==> src/rtl/pipeline_stall_ctrl_pkg.sv <==
// Shared types and constants for the pipeline stall/flush controller.
package pipeline_stall_ctrl_pkg;
    localparam int DIV_CYCLES_DEFAULT = 34;
    localparam int REG_IDX_W          = 5;
    localparam int DIV_CNT_W          = 6;

    typedef enum logic [1:0] {
        ST_IDLE       = 2'd0,
        ST_DIV_BUSY   = 2'd1,
        ST_FLUSH_PEND = 2'd2
    } stall_state_e;
endpackage

==> src/rtl/pipeline_stall_ctrl_div_occupancy_cnt.sv <==
// Divider occupancy counter: loads DIV_CYCLES-1, counts down while running,
// flags the final cycle.
module div_occupancy_cnt
    import pipeline_stall_ctrl_pkg::*;
#(
    parameter int DIV_CYCLES = DIV_CYCLES_DEFAULT
) (
    input  logic clk,
    input  logic rst,
    input  logic load,
    input  logic run,
    input  logic abort,
    output logic done
);
    logic [DIV_CNT_W-1:0] cnt_q, cnt_d;

    always_comb begin
        cnt_d = cnt_q;
        if (abort)
            cnt_d = '0;
        else if (load)
            cnt_d = DIV_CNT_W'(DIV_CYCLES - 1);
        else if (run && cnt_q != '0)
            cnt_d = cnt_q - 1'b1;
    end

    always_ff @(posedge clk or negedge rst) begin
        if (!rst)
            cnt_q <= '0;
        else
            cnt_q <= cnt_d;
    end

    assign done = run && (cnt_q == '0);
endmodule

==> src/rtl/pipeline_stall_ctrl.sv <==
// Hazard stall/flush controller for a 5-stage pipeline with a multicycle divider.
// Optional stalled-cycle counter enabled by defining STALL_PERF_CNT_EN.
module pipeline_stall_ctrl
    import pipeline_stall_ctrl_pkg::*;
#(
    parameter int DIV_CYCLES = DIV_CYCLES_DEFAULT
) (
    input  logic                 clk,
    input  logic                 rst,
    input  logic                 i_stall,
    input  logic                 d_stall,
    input  logic                 mem_readE,
    input  logic [REG_IDX_W-1:0] rtE,
    input  logic [REG_IDX_W-1:0] rsD,
    input  logic [REG_IDX_W-1:0] rtD,
    input  logic                 div_startE,
    input  logic                 branch_mispredE,
    input  logic                 exceptM,
    output logic                 stallF,
    output logic                 stallD,
    output logic                 stallE,
    output logic                 stallM,
    output logic                 stallW,
    output logic                 flushD,
    output logic                 flushE,
    output logic                 flushM,
    output logic                 flushW,
    output logic                 div_busy,
    output logic                 div_done,
    output logic [31:0]          stall_cycles
);
    stall_state_e state_q, state_d;

    logic miss, load_use, in_div, in_pend, exc_flush;
    logic div_load, div_run, div_abort;
    logic [4:0] stall_raw;
    logic [3:0] flush_raw;

    assign miss      = i_stall | d_stall;
    assign load_use  = mem_readE && rtE != '0 && (rtE == rsD || rtE == rtD);
    assign in_div    = (state_q == ST_DIV_BUSY);
    assign in_pend   = (state_q == ST_FLUSH_PEND);
    assign exc_flush = !miss && (exceptM || in_pend);
    assign div_load  = (state_q == ST_IDLE) && div_startE && !miss && !exceptM;
    assign div_run   = in_div && !miss && !exceptM;
    assign div_abort = in_div && exceptM;

    div_occupancy_cnt #(.DIV_CYCLES(DIV_CYCLES)) u_div_cnt (
        .clk   (clk),
        .rst   (rst),
        .load  (div_load),
        .run   (div_run),
        .abort (div_abort),
        .done  (div_done)
    );

    assign div_busy = in_div;

    // Highest-priority source wins outright; lower sources are ignored that cycle.
    always_comb begin
        stall_raw = '0;
        flush_raw = '0;
        if (miss)
            stall_raw = 5'b11111;
        else if (exc_flush)
            flush_raw = 4'b1111;
        else if (in_div && !div_done) begin
            stall_raw = 5'b11100;
            flush_raw = 4'b0010;
        end else if (load_use) begin
            stall_raw = 5'b11000;
            flush_raw = 4'b0100;
        end else if (branch_mispredE)
            flush_raw = 4'b1000;
    end

    assign stallF = stall_raw[4];
    assign stallD = stall_raw[3] & ~flush_raw[3];
    assign stallE = stall_raw[2] & ~flush_raw[2];
    assign stallM = stall_raw[1] & ~flush_raw[1];
    assign stallW = stall_raw[0] & ~flush_raw[0];
    assign {flushD, flushE, flushM, flushW} = flush_raw;

    always_comb begin
        state_d = state_q;
        case (state_q)
            ST_IDLE: begin
                if (miss && exceptM)
                    state_d = ST_FLUSH_PEND;
                else if (div_load)
                    state_d = ST_DIV_BUSY;
            end
            ST_DIV_BUSY: begin
                if (exceptM)
                    state_d = miss ? ST_FLUSH_PEND : ST_IDLE;
                else if (div_done)
                    state_d = ST_IDLE;
            end
            ST_FLUSH_PEND: begin
                if (!miss)
                    state_d = ST_IDLE;
            end
            default: state_d = ST_IDLE;
        endcase
    end

    always_ff @(posedge clk or negedge rst) begin
        if (!rst)
            state_q <= ST_IDLE;
        else
            state_q <= state_d;
    end

`ifdef STALL_PERF_CNT_EN
    logic [31:0] stall_cycles_q, stall_cycles_d;

    always_comb stall_cycles_d = stall_cycles_q + 32'(stallF);

    always_ff @(posedge clk or negedge rst) begin
        if (!rst)
            stall_cycles_q <= '0;
        else
            stall_cycles_q <= stall_cycles_d;
    end

    assign stall_cycles = stall_cycles_q;
`else
    assign stall_cycles = '0;
`endif
endmodule

==> config.mk <==
export PLATFORM = sky130hd
export DESIGN_NAME = pipeline_stall_ctrl
export DESIGN_NICKNAME = d
export VERILOG_FILES = /design/src/rtl/pipeline_stall_ctrl_pkg.sv /design/src/rtl/pipeline_stall_ctrl_div_occupancy_cnt.sv /design/src/rtl/pipeline_stall_ctrl.sv
export SDC_FILE = /design/constraint.sdc
export NUM_CORES = 1
export LEC_CHECK = 0
export ABC_AREA = 0
export BUFFER_PORTS_ARGS = -buffer_cell sky130_fd_sc_hd__buf_2
export CAP_MARGIN = 20
export CELL_PAD_IN_SITES_DETAIL_PLACEMENT = 1
export CELL_PAD_IN_SITES_GLOBAL_PLACEMENT = 2
export CORE_ASPECT_RATIO = 0.9
export CORE_UTILIZATION = 22
export CTS_BUF_LIST = sky130_fd_sc_hd__clkbuf_8
export DETAILED_ROUTE_END_ITERATION = 8
export PLACE_DENSITY_LB_ADDON = 0.1
export REMOVE_ABC_BUFFERS = 1
export SETUP_SLACK_MARGIN = 0.5
export SLEW_MARGIN = 10
export SYNTH_ARGS = -nofsm -noshare
export SYNTH_HDL_FRONTEND = slang
export SYNTH_HIERARCHICAL = 1
export SYNTH_SLANG_ARGS = --single-unit
==> constraint.sdc <==
create_clock -name clk -period 3.2 [get_ports clk]
set_clock_uncertainty 0.05 [all_clocks]
set_input_delay 0.64 -clock clk [delete_from_list [all_inputs] [get_ports clk]]
set_output_delay 0.64 -clock clk [all_outputs]
set_load 0.02 [all_outputs]
==> impl_metrics.json <==
{
  "cts.sink_count": 8,
  "cts_buffer_depth": 2,
  "synth_seq_cells": 8,
  "outcome": "complete, but fails checks",
  "start_kind": "flip-flop",
  "dieArea_sq_um": 4600,
  "hp-class": "in2async",
  "ys.flop_type": "dfrtp_1",
  "ir_drop_v": 0.000109,
  "powerDensity_nw_per_um2": 480,
  "gp_congestion": 0.705,
  "yosysWarningCount": 6,
  "n_antenna_cell": 0,
  "synth_area_sq_um": 953,
  "cts_tree": "yes",
  "cp-end-kind": "output port",
  "yosysTopAreaCell": "buf_4",
  "grt-ovfl-total": 0,
  "yosys-top-cells-area": "buf_4 (26%), dfrtp_1 (21%), xnor2_1 (10%), nor3_1 (4.2%), xor2_1 (3.7%)",
  "start_util_pct": 23.1,
  "postRouteAntennaNets": 0,
  "antenna_found_initial": 0,
  "drive_above_1_share_pct": 41.7,
  "critPathKind": "reg2out",
  "first_pass_iters": 5,
  "synth_cell_types": 35,
  "htree_levels": 1,
  "total_power_uw": 620,
  "final_cell_mix": "conb_1 (32), buf_2 (28), buf_4 (21), xnor2_1 (11), dfrtp_1 (8)",
  "required_ns": 2.51,
  "drt_iter0_drc": 7,
  "dp_hpwl_mm": 1.80,
  "via_per_inst": 4.10,
  "synth_top_area_share_pct": 26.0,
  "pin_count": 66,
  "via_count": 885,
  "drc_errors": 1,
  "core_sq_um": 4130,
  "nNetsFinal": 195,
  "grt_usage_pct": 10.3,
  "area_growth_syn_to_layout_pct": 35.4,
  "min_period_ns": 2.80,
  "setup_violations": 0,
  "grt_pass1_wl_mm": 3.67,
  "cp.arrival_ns": 2.11,
  "finalCritPeriodShare_pct": 87.5,
  "slew_viol_final": 0,
  "synth-seq-area-share_pct": 21.0,
  "wirelength_mm": 2.39,
  "syn_area_per_cell_sq_um": 8.22,
  "relSlewSlack_pct": 50.6,
  "hold_violations": 0,
  "final_common_cell": "conb_1",
  "maxCapViolCount": 0,
  "final.setup.tns_ns": 0,
  "port_buffers": 33,
  "die_h_microns": 64.5,
  "num_rows": 22,
  "netlist_instances": 116,
  "numCtsBuffers": 3,
  "synthArstFlopShare_pct": 100,
  "synth_edf_count": 0,
  "avgRoutedWirePerCell_microns": 11.1,
  "grt_max_degree": 9,
  "rsz0062_at_grt": "yes",
  "fmax_ghz": 0.357,
  "p_leak_nw": 0.650,
  "cp_max_fo": 4,
  "grt_pass1_vias": 832,
  "worst_pin_slew_ns": 0.735,
  "die_w_microns": 71.4,
  "failed_checks": "DRC",
  "cts-root-buf": "clkbuf_8",
  "worstSkewPairLatency_ns": 0.23,
  "clk_transition_reported_paths_ns": 0.04
}
==> stage by stage <==
step           util [%]  worst slack (ns)  hold WS [ns]  area, sq um  std cells
6_report           31.3             0.402         0.197         1290        216
5_1_grt            31.3             0.295         0.203         1290        216
4_1_cts            30.7             0.396         0.200         1270        215
3_5_place_dp       25.8             0.266         0.445         1060        197
3_3_place_gp       25.8             0.367         0.447         1060        197
2_1_floorplan         -            -0.413         0.294          817        113
==> state kept, by name, summed over array words and instances, names as in the netlist <==
name,cells
state_q,2
u_div_cnt/cnt_q,6
==> layout make-up <==
type | count | area (sq um)
inverters | 6 | 22.5
clock buffers | 3 | 41.3
flip-flops and latches | 8 | 200
repair buffers | 52 | 332
multi-input cells | 99 | 636
well taps | 48 | 60.1
fillers | 505 | 2840
==> Yosys cell counts (3+ instances only) <==
cell type and n:
nor3_1 8, inv_1 6, buf_4 33, dfrtp_1 8, nand2_1 3, xor2_1 4
xnor2_1 11, a21o_1 3, nor2_1 8, a21oi_1 3
==> path summary, 6_finish.rpt <==
path                                    startpoint                 end  slack (ns)  cells after the start
worst min register to register          state_q[1]          state_q[0]        0.48                      1
worst max-delay path            u_div_cnt/cnt_q[1]              stallF        0.40                      8
worst min-delay path                           rst  u_div_cnt/cnt_q[3]        0.20                      1
min in group clk                        state_q[1]          state_q[0]        0.48                      1
worst max register to register  u_div_cnt/cnt_q[0]  u_div_cnt/cnt_q[4]        0.42                     18
max in group asynchronous                      rst  u_div_cnt/cnt_q[1]        2.74                      1
==> power breakdown <==
| group | leakage, nW | internal, mW | switching, mW |
|---|---|---|---|
| Combinational | 0.525 | 0.186 | 0.166 |
| Clock | 0.0216 | 0.0814 | 0.0390 |
| Sequential | 0.104 | 0.120 | 0.0280 |
==> routing by layer <==
| layer | routed length [microns] | GRT usage, % | vias to the layer above |
|---|---|---|---|
| li1 | - | - | 430 |
| met1 | 1030 | 12.2 | 412 |
| met2 | 1160 | 17.7 | 40 |
| met3 | 170 | 2.64 | 3 |
| met4 | 28 | 4.50 | 0 |
| met5 | 0 | 0 | - |
==> worst max-delay path: stages, from the launching register on <==
cell,delay [ns]
dfrtp_1,0.38
inv_2,0.09
ha_4,0.13
or4b_4,0.49
nor3b_4,0.24
o21a_1,0.19
nor2_2,0.07
a21o_1,0.16
buf_6,0.13
==> cells by family after synthesis <==
kind of cell,share of synthesized area (%)
flops,21.0
fa+ha+maj,2.62
compound gates,15.1
buf+inv,28.9
other cells,0.393
simple gates,18.2
xor+xnor,13.8
==> repair_timing <==
item | in CTS | in global routing
pin swaps | 5 | 1
endpoints found under the setup margin | 7 | 8
buffers inserted | 15 | 1
gates resized for setup | 14 | 6
hold buffers | 0 | 0
Power figures use the tool's default switching activity.
